File: src/rtl/sync_fifo_flags_if.sv
// Handshake and status bundle for sync_fifo_flags.
// The master side is the producer/consumer and the slave side is the FIFO.
interface sync_fifo_flags_if #(
    parameter int DATA_WIDTH = 4,
    parameter int ADDR_WIDTH = 4
);
    logic                  winc;
    logic [DATA_WIDTH-1:0] wdata;
    logic                  rinc;
    logic                  clr_err;
    logic [DATA_WIDTH-1:0] rdata;
    logic                  full;
    logic                  empty;
    logic                  almost_full;
    logic                  almost_empty;
    logic [ADDR_WIDTH:0]   count;
    logic                  overflow;
    logic                  underflow;

    modport master (
        output winc, wdata, rinc, clr_err,
        input  rdata, full, empty, almost_full, almost_empty, count, overflow, underflow
    );

    modport slave (
        input  winc, wdata, rinc, clr_err,
        output rdata, full, empty, almost_full, almost_empty, count, overflow, underflow
    );
endinterface

File: src/rtl/sync_fifo_flags.sv
// Single-clock FIFO with occupancy count, almost-full/empty thresholds and sticky error flags.
// Define SYNC_FIFO_FWFT_EN for first-word-fall-through reads; default is a 1-cycle registered read.
module sync_fifo_flags #(
    parameter int DATA_WIDTH = 4,
    parameter int ADDR_WIDTH = 4,
    parameter int AF_LEVEL   = 12,
    parameter int AE_LEVEL   = 2
) (
    input logic              clk,
    input logic              rst,
    sync_fifo_flags_if.slave fif
);
    localparam int                  DEPTH     = 2 ** ADDR_WIDTH;
    localparam logic [ADDR_WIDTH:0] DEPTH_CNT = (ADDR_WIDTH + 1)'(DEPTH);
    localparam logic [ADDR_WIDTH:0] AF_CNT    = (ADDR_WIDTH + 1)'(AF_LEVEL);
    localparam logic [ADDR_WIDTH:0] AE_CNT    = (ADDR_WIDTH + 1)'(AE_LEVEL);

    logic [DATA_WIDTH-1:0] mem [DEPTH];
    logic [ADDR_WIDTH-1:0] wptr;
    logic [ADDR_WIDTH-1:0] rptr;
    logic [ADDR_WIDTH:0]   count_r;
    logic                  overflow_r;
    logic                  underflow_r;
    logic                  full_w;
    logic                  empty_w;
    logic                  wr_ok;
    logic                  rd_ok;

    function automatic logic [ADDR_WIDTH:0] next_count(
        input logic [ADDR_WIDTH:0] cnt,
        input logic                wr,
        input logic                rd
    );
        case ({wr, rd})
            2'b10:   next_count = cnt + 1'b1;
            2'b01:   next_count = cnt - 1'b1;
            default: next_count = cnt;
        endcase
    endfunction

    // A set event on the same edge as a clear keeps the flag set.
    function automatic logic next_sticky(
        input logic cur,
        input logic set,
        input logic clr
    );
        next_sticky = set | (cur & ~clr);
    endfunction

    // Accept decisions look only at the registered (pre-edge) occupancy.
    assign full_w  = (count_r == DEPTH_CNT);
    assign empty_w = (count_r == '0);
    assign wr_ok   = fif.winc & ~full_w;
    assign rd_ok   = fif.rinc & ~empty_w;

    always_ff @(posedge clk) begin
        if (rst) begin
            wptr        <= '0;
            rptr        <= '0;
            count_r     <= '0;
            overflow_r  <= 1'b0;
            underflow_r <= 1'b0;
        end else begin
            if (wr_ok) begin
                wptr <= wptr + 1'b1;
            end
            if (rd_ok) begin
                rptr <= rptr + 1'b1;
            end
            count_r     <= next_count(count_r, wr_ok, rd_ok);
            overflow_r  <= next_sticky(overflow_r, fif.winc & full_w, fif.clr_err);
            underflow_r <= next_sticky(underflow_r, fif.rinc & empty_w, fif.clr_err);
        end
    end

    always_ff @(posedge clk) begin
        if (!rst && wr_ok) begin
            mem[wptr] <= fif.wdata;
        end
    end

`ifdef SYNC_FIFO_FWFT_EN
    assign fif.rdata = empty_w ? '0 : mem[rptr];
`else
    logic [DATA_WIDTH-1:0] rdata_p1;

    // Read stage: head word is registered on the accepting edge and held otherwise.
    always_ff @(posedge clk) begin
        if (rst) begin
            rdata_p1 <= '0;
        end else if (rd_ok) begin
            rdata_p1 <= mem[rptr];
        end
    end

    assign fif.rdata = rdata_p1;
`endif

    assign fif.full         = full_w;
    assign fif.empty        = empty_w;
    assign fif.almost_full  = (count_r >= AF_CNT);
    assign fif.almost_empty = (count_r <= AE_CNT);
    assign fif.count        = count_r;
    assign fif.overflow     = overflow_r;
    assign fif.underflow    = underflow_r;
endmodule

File: src/flat_wrapper.sv
// flat-port wrapper written by rule: the top's interface ports become plain ports
module sync_fifo_flags_flat 
#(
    parameter int DATA_WIDTH = 4,
    parameter int ADDR_WIDTH = 4,
    parameter int AF_LEVEL   = 12,
    parameter int AE_LEVEL   = 2
)
  (clk, rst, fif_winc, fif_wdata, fif_rinc, fif_clr_err, fif_rdata, fif_full, fif_empty, fif_almost_full, fif_almost_empty, fif_count, fif_overflow, fif_underflow);
  sync_fifo_flags_if #(.DATA_WIDTH(DATA_WIDTH), .ADDR_WIDTH(ADDR_WIDTH)) fif_i ();
  input logic clk;
  input logic rst;
  input wire logic [$bits(fif_i.winc)-1:0] fif_winc;
  input wire logic [$bits(fif_i.wdata)-1:0] fif_wdata;
  input wire logic [$bits(fif_i.rinc)-1:0] fif_rinc;
  input wire logic [$bits(fif_i.clr_err)-1:0] fif_clr_err;
  output wire logic [$bits(fif_i.rdata)-1:0] fif_rdata;
  output wire logic [$bits(fif_i.full)-1:0] fif_full;
  output wire logic [$bits(fif_i.empty)-1:0] fif_empty;
  output wire logic [$bits(fif_i.almost_full)-1:0] fif_almost_full;
  output wire logic [$bits(fif_i.almost_empty)-1:0] fif_almost_empty;
  output wire logic [$bits(fif_i.count)-1:0] fif_count;
  output wire logic [$bits(fif_i.overflow)-1:0] fif_overflow;
  output wire logic [$bits(fif_i.underflow)-1:0] fif_underflow;
  assign fif_i.winc = fif_winc;
  assign fif_i.wdata = fif_wdata;
  assign fif_i.rinc = fif_rinc;
  assign fif_i.clr_err = fif_clr_err;
  assign fif_rdata = fif_i.rdata;
  assign fif_full = fif_i.full;
  assign fif_empty = fif_i.empty;
  assign fif_almost_full = fif_i.almost_full;
  assign fif_almost_empty = fif_i.almost_empty;
  assign fif_count = fif_i.count;
  assign fif_overflow = fif_i.overflow;
  assign fif_underflow = fif_i.underflow;
  sync_fifo_flags #(.DATA_WIDTH(DATA_WIDTH), .ADDR_WIDTH(ADDR_WIDTH), .AF_LEVEL(AF_LEVEL), .AE_LEVEL(AE_LEVEL)) u_core (.clk(clk), .rst(rst), .fif(fif_i));
endmodule
File: config.mk
export PLATFORM = sky130hd
export DESIGN_NAME = sync_fifo_flags_flat
export DESIGN_NICKNAME = d
export VERILOG_FILES = /design/src/rtl/sync_fifo_flags_if.sv /design/src/rtl/sync_fifo_flags.sv /design/src/flat_wrapper.sv
export SDC_FILE = /design/constraint.sdc
export NUM_CORES = 1
export LEC_CHECK = 0
export ABC_AREA = 1
export BUFFER_PORTS_ARGS = -buffer_cell sky130_fd_sc_hd__buf_2
export CORE_AREA = 2 2 81 83
export DETAILED_ROUTE_END_ITERATION = 12
export DIE_AREA = 0 0 83 85
export PLACE_DENSITY = 0.87
export SKIP_LAST_GASP = 1
export SLEW_MARGIN = 20
export SYNTH_ARGS = -nofsm -noshare
export SYNTH_HDL_FRONTEND = slang
export SYNTH_SLANG_ARGS = --single-unit
File: constraint.sdc
create_clock -name clk -period 2.94 [get_ports clk]
set_clock_uncertainty 0.05 [all_clocks]
set_input_delay 0.588 -clock clk [delete_from_list [all_inputs] [get_ports clk]]
set_output_delay 0.588 -clock clk [all_outputs]
set_load 0.005 [all_outputs]
==> flow_summary.toml <==
[finish]
num-fill-cells = 456
finalNetCount = 371
area_delta_synth_final_pct = 9.80
antennaDiodeCount = 0
drive_above_1_share_pct = 13.9

[cts]
path_clk_slew_ns = 0.08
htree_levels = 3
clk_latency_ns = 0.35
post_cts_resized = 0
numCtsBuffers = 9
clockRootBuffer = "clkbuf_8"
cts_tree = "yes"
postCtsSetupBuffers = 0
hold_buffers = 0
clockBufferDepth = 2
cts.sinks = 83

[floorplan]
die_y_um = 85
design.core.area_um2 = 6200
start_util_pct = 57.6
fp.dieArea_um2 = 7060
io_pins = 24
die_w_um = 83
rows = 29

[place]
pre_cts_ws_ns = 0.712
place.port_buffers = 23
dpl.hpwl_um = 4840
gp_congestion = 0.791

[global_routing]
antenna_found_initial = 0
grt_pass1_wl_um = 12000
grt_pass1_vias = 2423
grt_max_degree = 34
grt_usage_pct = 21.9
gr-total-overflow = 0

[power]
power_density_nw_per_um2 = 818
finalPower_uw = 3210
max-vdd-ir-drop_v = 0.000579
p_leak_uw = 0.00147

[drt]
ant_nets = 0
top_layer = "met4"
viasPerCell = 5.76
wl_met2_um = 3670
wl_met3_um = 504
met1_length_um = 2870
wl_um = 7230
first_pass_iters = 6
vias = 2515
drtIter0Drc = 246
routedWlPerCell_um = 16.5
drc_errors = 0

[critical_path]
arrival_ns = 2.43
critPathMaxFanout = 13
setup.worst_path.end_class = "register"
critPathKind = "register to register"
critPathLaunchType = "register"
crit_required_ns = 3.15

[timing]
hold_viol = 0
drv_slew = 0
rsz0062_at_grt = "no"
fmax_ghz = 0.451
worst_slack_ns = 0.720
worst_pin_slew_ns = 0.628
period_share_pct = 75.5
period_minus_slack_ns = 2.22
setup_viol = 0
max_slew_margin_pct = 58.1
tns_ns = 0

[synthesis]
synth_nets = 348
synth-edff-count = 64
synthFlopType = "edfxtp_1"
async_flop_share_pct = 0
ys_top_cells_by_area = "edfxtp_1, dfxtp_1, nor2_1"
syn_area_um2 = 3570
synth.ff_latch_count = 83
synth_top_area_share_pct = 53.8
yosysUniqueCellTypes = 27
synthCells = 332
ys_warn_count = 0
synth_seq_area_share_pct = 64.4
syn_area_per_cell_um2 = 10.8
synth.largest_area_cell = "edfxtp_1"

[status]
outcome = "finished, final reports clean"

[worst_hold_path]
hp-class = "register to register"

[flow_run]
cap_violations = 0
[worst paths after layout]
check                                   start                               end  slack (ns)  cells past startpoint
max          u_core.fif.count[1]$_SDFFE_PP0P_  u_core.fif.count[4]$_SDFFE_PP0P_        0.72                     14
min            u_core.fif.overflow$_SDFF_PP0_    u_core.fif.overflow$_SDFF_PP0_        0.41                      2
max reg2reg  u_core.fif.count[1]$_SDFFE_PP0P_  u_core.fif.count[4]$_SDFFE_PP0P_        0.72                     14
min reg2reg    u_core.fif.overflow$_SDFF_PP0_    u_core.fif.overflow$_SDFF_PP0_        0.41                      2
[power by group]
group	total, µW	internal [µW]	switching (µW)
Sequential	1460	1350	115
Clock	778	390	388
Combinational	967	356	611
[kinds of logic (layout without fill, tap and decap cells)]
group / after synthesis / after routing / synth area share [%]
AND/OR/NAND/NOR: 121 / 121 / 14.9
buffers and inverters: 42 / 70 / 4.83
AO/OA/AOI/OAI: 73 / 73 / 11.9
XOR/XNOR: 6 / 6 / 1.47
flip-flops: 83 / 83 / 64.4
adder cells (fa/ha/maj): 7 / 7 / 2.45
[registers in the layout (all words and copies together) (netlist names)]
signal                flops
u_core.fif.count          5
u_core.rptr               4
u_core.fif.rdata          4
u_core.wptr               4
u_core.fif.overflow       1
u_core.fif.underflow      1
u_core.mem               64
[cell type report]
cell class	instances	area, µm²	area share (%)
clock inverters	5	53.8	1.37
clock buffers	11	131	3.35
repair buffers	25	130	3.32
flip-flops and latches	83	2300	58.7
multi-input cells	207	1100	28.0
inverters	29	111	2.84
well taps	77	96.3	2.46
[cells in the final DEF (no fill, tap or decap), drive strengths merged]
master,Yosys,routed
clkbuf,6,11
nor2,69,69
a21oi,11,11
nand3,24,24
nor3,1,1
inv,29,29
nand2,26,26
edfxtp,64,64
xor2,4,4
nand4,1,1
ha,7,7
o221ai,12,12
o21ai,42,42
dfxtp,19,19
buf,7,25
clkinv,0,4
xnor2,2,2
bufinv,0,1
o22ai,4,4
o211ai,4,4
[synth_stat cells (2+ instances only)]
cell	n
clkbuf_2	3
o21ai_1	3
o221ai_1	12
ha_1	7
clkbuf_1	3
edfxtp_1	64
nand3_2	2
inv_1	26
nand2_1	23
xor2_1	4
o211ai_1	4
inv_2	2
buf_2	7
o22ai_1	4
o21ai_0	39
dfxtp_1	19
nand2_4	2
nand3_1	22
nor2_4	2
xnor2_1	2
a21oi_1	11
nor2_1	66
[per-stage QoR]
stage | hold WS (ns) | cell area, µm² | utilization (%) | std cells
floorplan | 0.410 | 3570 | - | 332
global placement | 0.401 | 3740 | 60.3 | 421
detailed placement | 0.407 | 3740 | 60.3 | 421
finish | 0.415 | 3920 | 63.2 | 437
CTS | 0.420 | 3920 | 63.2 | 437
global route | 0.446 | 3920 | 63.2 | 437
[worst max-delay path: stages, from the launching register on]
cell,delay [ns]
dfxtp_1,0.48
nor2_2,0.08
nand3_2,0.11
nand2_4,0.08
inv_2,0.18
ha_1,0.32
xor2_1,0.22
ha_1,0.18
inv_1,0.04
nand2_2,0.07
nand2_1,0.07
nand3_1,0.07
nand3_1,0.07
nand2_1,0.06
inv_1,0.03
[layer usage]
metal	vias to the layer above	track usage (%)
met3	22	5.06
met2	99	36.5
li1	1216	-
met5	-	0
met4	0	9.54
met1	1178	27.8
Note: power is estimated with default switching activity, not from simulation.
